### config.mk
export PLATFORM = sky130hd
export DESIGN_NAME = memory_sp_pipe_flat
export DESIGN_NICKNAME = d
export VERILOG_FILES = /design/src/rtl/memory_pkg.sv /design/src/rtl/memory_if.sv /design/src/rtl/memory_rd_pipe.sv /design/src/rtl/memory_sp_pipe.sv /design/src/flat_wrapper.sv
export SDC_FILE = /design/constraint.sdc
export NUM_CORES = 1
export LEC_CHECK = 0
export CORE_MARGIN = 1
export CORE_UTILIZATION = 64
export CTS_CLUSTER_SIZE = 30
export DETAILED_ROUTE_END_ITERATION = 16
export GPL_TIMING_DRIVEN = 0
export PLACE_DENSITY = 0.89
export SYNTH_ARGS = -nofsm -noshare
export SYNTH_HDL_FRONTEND = slang
export SYNTH_SLANG_ARGS = --single-unit
### constraint.sdc
create_clock -name clk -period 4.39 [get_ports clk]
set_clock_uncertainty 0.05 [all_clocks]
set_input_delay 0.6585 -clock clk [delete_from_list [all_inputs] [get_ports clk]]
set_output_delay 0.6585 -clock clk [all_outputs]
set_load 0.1 [all_outputs]
### src/rtl/memory_pkg.sv
// Shared types and helpers for the single-port pipelined SRAM model.
package memory_pkg;

  typedef enum logic [0:0] {
    INIT  = 1'b0,
    READY = 1'b1
  } state_e;

  localparam int unsigned MAX_RD_LAT     = 4;
  localparam int unsigned MAX_DATA_WIDTH = 64;

  // Bit-masked merge of a new word into an old one (1 in mask = take new bit).
  function automatic logic [MAX_DATA_WIDTH-1:0] masked_write(
    input logic [MAX_DATA_WIDTH-1:0] old_word,
    input logic [MAX_DATA_WIDTH-1:0] new_word,
    input logic [MAX_DATA_WIDTH-1:0] mask
  );
    return (old_word & ~mask) | (new_word & mask);
  endfunction

endpackage

### src/rtl/memory_if.sv
// Access bus of the single-port SRAM: requests from the master, read data/status back.
interface memory_if #(
  parameter int unsigned pADDR_WIDTH = 4,
  parameter int unsigned pDATA_WIDTH = 8
);
  logic                   cs;
  logic                   we;
  logic [pADDR_WIDTH-1:0] addr;
  logic [pDATA_WIDTH-1:0] din;
  logic [pDATA_WIDTH-1:0] wmask;
  logic [pDATA_WIDTH-1:0] dout;
  logic                   rvalid;
  logic                   busy;

  modport master (
    output cs, we, addr, din, wmask,
    input  dout, rvalid, busy
  );

  modport slave (
    input  cs, we, addr, din, wmask,
    output dout, rvalid, busy
  );
endinterface

### src/rtl/memory_rd_pipe.sv
// Read data/valid shift register; the last stage is the memory's dout/rvalid and holds data between reads.
module memory_rd_pipe #(
  parameter int unsigned pDATA_WIDTH = 8,
  parameter int unsigned pDEPTH      = 2
) (
  input  logic                   clk,
  input  logic                   rst,
  input  logic                   rd_en,
  input  logic [pDATA_WIDTH-1:0] rd_data,
  output logic [pDATA_WIDTH-1:0] dout,
  output logic                   rvalid
);

  logic [pDATA_WIDTH-1:0] data_q [pDEPTH];
  logic [pDEPTH-1:0]      vld_q;

  // Stages only load when valid data arrives, so the final stage holds the last read.
  always_ff @(posedge clk) begin
    if (rst) begin
      vld_q <= '0;
      for (int i = 0; i < int'(pDEPTH); i++) data_q[i] <= '0;
    end else begin
      vld_q[0] <= rd_en;
      if (rd_en) data_q[0] <= rd_data;
      for (int i = 1; i < int'(pDEPTH); i++) begin
        vld_q[i] <= vld_q[i-1];
        if (vld_q[i-1]) data_q[i] <= data_q[i-1];
      end
    end
  end

  assign dout   = data_q[pDEPTH-1];
  assign rvalid = vld_q[pDEPTH-1];

endmodule

### src/rtl/memory_sp_pipe.sv
// Single-port SRAM model with bit write mask, pipelined reads and a post-reset init sequencer.
// Define MEMORY_FAULT_INJECT_EN to add a stuck-at bit (pFAULT_ADDR/pFAULT_BIT/pFAULT_VAL).
module memory_sp_pipe
  import memory_pkg::*;
#(
  parameter int unsigned            pADDR_WIDTH = 4,
  parameter int unsigned            pDATA_WIDTH = 8,
  parameter int unsigned            pRD_LAT     = 2,
  parameter logic [pDATA_WIDTH-1:0] pINIT_VAL   = '0
`ifdef MEMORY_FAULT_INJECT_EN
  ,
  parameter int unsigned            pFAULT_ADDR = 5,
  parameter int unsigned            pFAULT_BIT  = 1,
  parameter bit                     pFAULT_VAL  = 1'b1
`endif
) (
  input logic      clk,
  input logic      rst,
  memory_if.slave  bus
);

  localparam int unsigned DEPTH = 1 << pADDR_WIDTH;

  if (pRD_LAT < 1 || pRD_LAT > MAX_RD_LAT) begin : g_bad_rd_lat
    $error("memory_sp_pipe: pRD_LAT must be in 1..4");
  end
  if (pDATA_WIDTH > MAX_DATA_WIDTH) begin : g_bad_data_width
    $error("memory_sp_pipe: pDATA_WIDTH exceeds MAX_DATA_WIDTH");
  end

  state_e                 state_q, state_d;
  logic [pADDR_WIDTH-1:0] cnt_q, cnt_d;
  logic                   busy_q;
  logic                   init_we_c;
  logic                   wr_acc_c;
  logic                   rd_acc_c;
  logic [pDATA_WIDTH-1:0] merged_c;
  logic [pDATA_WIDTH-1:0] init_word_c;
  logic [pDATA_WIDTH-1:0] wr_word_c;
  logic [pDATA_WIDTH-1:0] rd_word_c;
  logic [pDATA_WIDTH-1:0] mem [DEPTH];

  always_ff @(posedge clk) begin
    if (rst) begin
      state_q <= INIT;
      cnt_q   <= '0;
      busy_q  <= 1'b1;
    end else begin
      state_q <= state_d;
      cnt_q   <= cnt_d;
      busy_q  <= (state_d == INIT);
    end
  end

  // Init walks every address once, then hands the array over to the bus.
  always_comb begin
    state_d   = state_q;
    cnt_d     = cnt_q;
    init_we_c = 1'b0;
    case (state_q)
      INIT: begin
        init_we_c = 1'b1;
        cnt_d     = cnt_q + pADDR_WIDTH'(1);
        if (cnt_q == pADDR_WIDTH'(DEPTH - 1)) state_d = READY;
      end
      READY:   state_d = READY;
      default: state_d = INIT;
    endcase
  end

  assign wr_acc_c = bus.cs & bus.we & ~busy_q & ~rst;
  assign rd_acc_c = bus.cs & ~bus.we & ~busy_q & ~rst;

  assign merged_c = pDATA_WIDTH'(masked_write(MAX_DATA_WIDTH'(mem[bus.addr]),
                                              MAX_DATA_WIDTH'(bus.din),
                                              MAX_DATA_WIDTH'(bus.wmask)));

`ifdef MEMORY_FAULT_INJECT_EN
  function automatic logic [pDATA_WIDTH-1:0] stuck(
    input logic [pADDR_WIDTH-1:0] a,
    input logic [pDATA_WIDTH-1:0] w
  );
    logic [pDATA_WIDTH-1:0] r;
    r = w;
    if (a == pADDR_WIDTH'(pFAULT_ADDR)) r[pFAULT_BIT] = pFAULT_VAL;
    return r;
  endfunction

  assign init_word_c = stuck(cnt_q, pINIT_VAL);
  assign wr_word_c   = stuck(bus.addr, merged_c);
  assign rd_word_c   = stuck(bus.addr, mem[bus.addr]);
`else
  assign init_word_c = pINIT_VAL;
  assign wr_word_c   = merged_c;
  assign rd_word_c   = mem[bus.addr];
`endif

  // Array has no reset; only the init sequencer or an accepted masked write change it.
  always_ff @(posedge clk) begin
    if (!rst) begin
      if (init_we_c) begin
        mem[cnt_q] <= init_word_c;
      end else if (wr_acc_c && (|bus.wmask)) begin
        mem[bus.addr] <= wr_word_c;
      end
    end
  end

  memory_rd_pipe #(
    .pDATA_WIDTH (pDATA_WIDTH),
    .pDEPTH      (pRD_LAT)
  ) u_rd_pipe (
    .clk     (clk),
    .rst     (rst),
    .rd_en   (rd_acc_c),
    .rd_data (rd_word_c),
    .dout    (bus.dout),
    .rvalid  (bus.rvalid)
  );

  assign bus.busy = busy_q;

endmodule

### src/flat_wrapper.sv
// flat-port wrapper written by rule: the top's interface ports become plain ports
module memory_sp_pipe_flat import memory_pkg::*;
#(
  parameter int unsigned            pADDR_WIDTH = 4,
  parameter int unsigned            pDATA_WIDTH = 8,
  parameter int unsigned            pRD_LAT     = 2,
  parameter logic [pDATA_WIDTH-1:0] pINIT_VAL   = '0

)
  (clk, rst, bus_cs, bus_we, bus_addr, bus_din, bus_wmask, bus_dout, bus_rvalid, bus_busy);
  memory_if #(.pADDR_WIDTH(pADDR_WIDTH), .pDATA_WIDTH(pDATA_WIDTH)) bus_i ();
  input logic clk;
  input logic rst;
  input wire logic [$bits(bus_i.cs)-1:0] bus_cs;
  input wire logic [$bits(bus_i.we)-1:0] bus_we;
  input wire logic [$bits(bus_i.addr)-1:0] bus_addr;
  input wire logic [$bits(bus_i.din)-1:0] bus_din;
  input wire logic [$bits(bus_i.wmask)-1:0] bus_wmask;
  output wire logic [$bits(bus_i.dout)-1:0] bus_dout;
  output wire logic [$bits(bus_i.rvalid)-1:0] bus_rvalid;
  output wire logic [$bits(bus_i.busy)-1:0] bus_busy;
  assign bus_i.cs = bus_cs;
  assign bus_i.we = bus_we;
  assign bus_i.addr = bus_addr;
  assign bus_i.din = bus_din;
  assign bus_i.wmask = bus_wmask;
  assign bus_dout = bus_i.dout;
  assign bus_rvalid = bus_i.rvalid;
  assign bus_busy = bus_i.busy;
  memory_sp_pipe #(.pADDR_WIDTH(pADDR_WIDTH), .pDATA_WIDTH(pDATA_WIDTH), .pRD_LAT(pRD_LAT), .pINIT_VAL(pINIT_VAL)) u_core (.clk(clk), .rst(rst), .bus(bus_i));
endmodule
==> results.sh <==
export IMPL_finalCritPeriodShare=0.758
export IMPL_finalNetCount=396
export IMPL_yosys_top_cells_area="edfxtp_1, mux4_2, dfxtp_1, a22oi_1, nor4b_2"
export IMPL_crit_fanout=10
export IMPL_hold_class="register to register"
export IMPL_hold_viol=0
export IMPL_rsz0062_at_grt="false"
export IMPL_cp_end_kind="register"
export IMPL_hold_buffers=0
export IMPL_viasPerCell=6.76
export IMPL_start_util=0.668
export IMPL_start_kind="primary input"
export IMPL_place_ws_ns=0.505
export IMPL_max_slew_margin=0.208
export IMPL_crit_type="primary input to register"
export IMPL_worst_slack_ns=1.06
export IMPL_worstPathArrival_ns=3.41
export IMPL_synthAdderAreaFrac=0.00201
export IMPL_final_antenna_net_count=0
export IMPL_final_cells=514
export IMPL_detailed_place_hpwl_mm=8.81
export IMPL_synthSimpleGateAreaFrac=0.0650
export IMPL_slew_violations=0
export IMPL_nFillCells=464
export IMPL_ys_seq_area_frac=0.720
export IMPL_ios=34
export IMPL_min_path_cells=1
export IMPL_cap_viol_max_count=0
export IMPL_final_common_cell="edfxtp_1"
export IMPL_worst_pin_slew_ns=1.18
export IMPL_synth_top_family_by_area="multiplexers"
export IMPL_placed_area_sq_um=6720
export IMPL_drt_iter0_drc=433
export IMPL_vias=3473
export IMPL_setup_viol=0
export IMPL_grt_use_total=0.300
export IMPL_cts_tree="yes"
export IMPL_status="finished, final reports clean"
export IMPL_grt_pass1_wl_mm=20.7
export IMPL_syn_avg_cell_area_sq_um=19.6
export IMPL_crit_required_ns=4.47
export IMPL_synth_area_sq_um=6230
export IMPL_clk_latency_ns=0.52
export IMPL_p_leak_nw=2.54
export IMPL_fin_area_sq_um=7300
export IMPL_drc=0
export IMPL_h_tree_depth=4
export IMPL_synth_area_mux_share=0.133
export IMPL_root_buffer="clkbuf_8"
export IMPL_hold_start="u_core.u_rd_pipe.vld_q[0]"
export IMPL_synth_top_cell_area_share=0.694
export IMPL_synth_seq_cells=152
export IMPL_dp_cells=479
export IMPL_drive_above_1_share=0.287
export IMPL_final_cell_mix="edfxtp_1, mux4_2, clkdlybuf4s50_1"
export IMPL_die_h_microns=101
export IMPL_grt_max_degree=17
export IMPL_reg2reg_depth=6
export IMPL_rr_startpoint="u_core.bus.busy"
export IMPL_antenna_found_initial=2
export IMPL_numCtsBuffers=17
export IMPL_drtPass1Iterations=5
export IMPL_syn_inst=318
export IMPL_yosysTopAreaCell="edfxtp_1"
export IMPL_grt_pass1_vias=3537
export IMPL_cts_setup_buffers=0
export IMPL_clkSinkCount=152
export IMPL_place_gp_congestion=0.763
export IMPL_design_die_area_sq_um=10100
export IMPL_synth_nets=343
export IMPL_crit_start="bus_cs"
export IMPL_yosysUniqueCellTypes=32
export IMPL_io_buffers=31
export IMPL_die_x_microns=101
export IMPL_synthXorXnorAreaFrac=0.00422
export IMPL_syn2layout_area_growth_pct=17.2
export IMPL_rows=35
export IMPL_cts_resized=0
export IMPL_grt_overflow_total=0
export IMPL_wl_per_cell_microns=27.7
export IMPL_fin_crit_ns=3.33
export IMPL_ir_worst_vdd_v=0.000325
export IMPL_fmax_mhz=301
export IMPL_clkTransAtPathRegs_ns=0.06
export IMPL_cts_max_path_buffers=2
export IMPL_yosys_warnings=0
export IMPL_wirelength_mm=14.2
export IMPL_power_w=0.00313
export IMPL_synth_compound_area_frac=0.0502
export IMPL_powerDensity_nw_per_um2=429
export IMPL_setup_tns_ns=0
export IMPL_design_core_area_sq_um=9330
==> final cells by class <==
cell class                 instances  area [sq um]  share of cell area
buffer                            25           155              0.0212
clock inverter                    13           133              0.0182
multi-input combinational        139          1610               0.220
sequential                       152          4480               0.614
antenna                            2          5.00            0.000685
tap                              129           161              0.0221
clock buffer                      18           418              0.0572
timing repair buffer              34           333              0.0456
inverter                           2          7.51             0.00103
==> cells in the mapped netlist <==
| library cell | count |
|---|---|
| mux2i_1 | 1 |
| clkbuf_1 | 5 |
| buf_2 | 7 |
| xor2_1 | 2 |
| a31oi_1 | 1 |
| o32a_4 | 1 |
| nor2b_1 | 12 |
| nor4_1 | 3 |
| a2bb2oi_2 | 1 |
| a22oi_1 | 16 |
| a211o_1 | 1 |
| edfxtp_1 | 144 |
| a21oi_1 | 16 |
| dfxtp_1 | 8 |
| buf_4 | 8 |
| nor2_1 | 9 |
| or3b_1 | 1 |
| nand2_1 | 9 |
| mux2i_4 | 3 |
| buf_6 | 3 |
| mux2_4 | 2 |
| nor4_2 | 7 |
| a21o_1 | 8 |
| nand4b_1 | 1 |
| nor4b_2 | 8 |
| and2_1 | 1 |
| xnor2_1 | 1 |
| inv_1 | 2 |
| mux4_2 | 32 |
| ha_1 | 1 |
| buf_1 | 2 |
| or2_2 | 2 |
==> state kept, by name (all words and copies together) (netlist names) <==
name / count
u_core.mem: 128
u_core.u_rd_pipe.data_q: 16
u_core.cnt_q: 4
u_core.u_rd_pipe.vld_q: 2
u_core.bus.busy: 1
u_core.state_q: 1
==> worst paths after layout <==
| kind | end | slack, ns |
|---|---|---|
| max reg2reg | u_core.mem[7][0] | 1.33 |
| min | u_core.u_rd_pipe.vld_q[1] | 0.45 |
| min reg2reg | u_core.u_rd_pipe.vld_q[1] | 0.45 |
| max | u_core.mem[7][0] | 1.06 |
==> power breakdown <==
| group | internal, W | switching [W] | total, W |
|---|---|---|---|
| Clock | 0.000799 | 0.000555 | 0.00135 |
| Combinational | 0.0000712 | 0.000108 | 0.000179 |
| Sequential | 0.00159 | 0.0000102 | 0.00160 |
==> cells by family (layout without fill, tap and decap cells) <==
kind of cell	count (synthesis)	after routing
buffers and inverters	27	92
XOR/XNOR	3	3
flip-flops	152	152
AND/OR/NAND/NOR	53	53
adder cells (fa/ha/maj)	1	1
other	0	2
multiplexers	38	38
AO/OA/AOI/OAI	44	44
==> stage by stage <==
step / util / hold slack, ns
finish: 0.783 / 0.453
global route: 0.782 / 0.456
CTS: 0.779 / 0.452
detailed placement: 0.720 / 0.442
global placement: 0.719 / 0.417
floorplan: - / 0.407
==> worst max-delay path, stage by stage <==
cell,delay [ns]
clkdlybuf4s50_1,0.46
or3b_1,0.39
a211o_1,0.33
buf_6,0.17
mux2i_4,0.28
buf_6,0.22
nor4b_2,0.89
==> per-layer routing <==
layer,track usage,part of all wire,vias to the layer above
met1,0.376,0.35,1740
met5,0,0,-
met3,0.0950,0.12,55
met2,0.475,0.50,274
li1,-,-,1404
met4,0.161,0.036,0
Power figures use the tool's default switching activity.
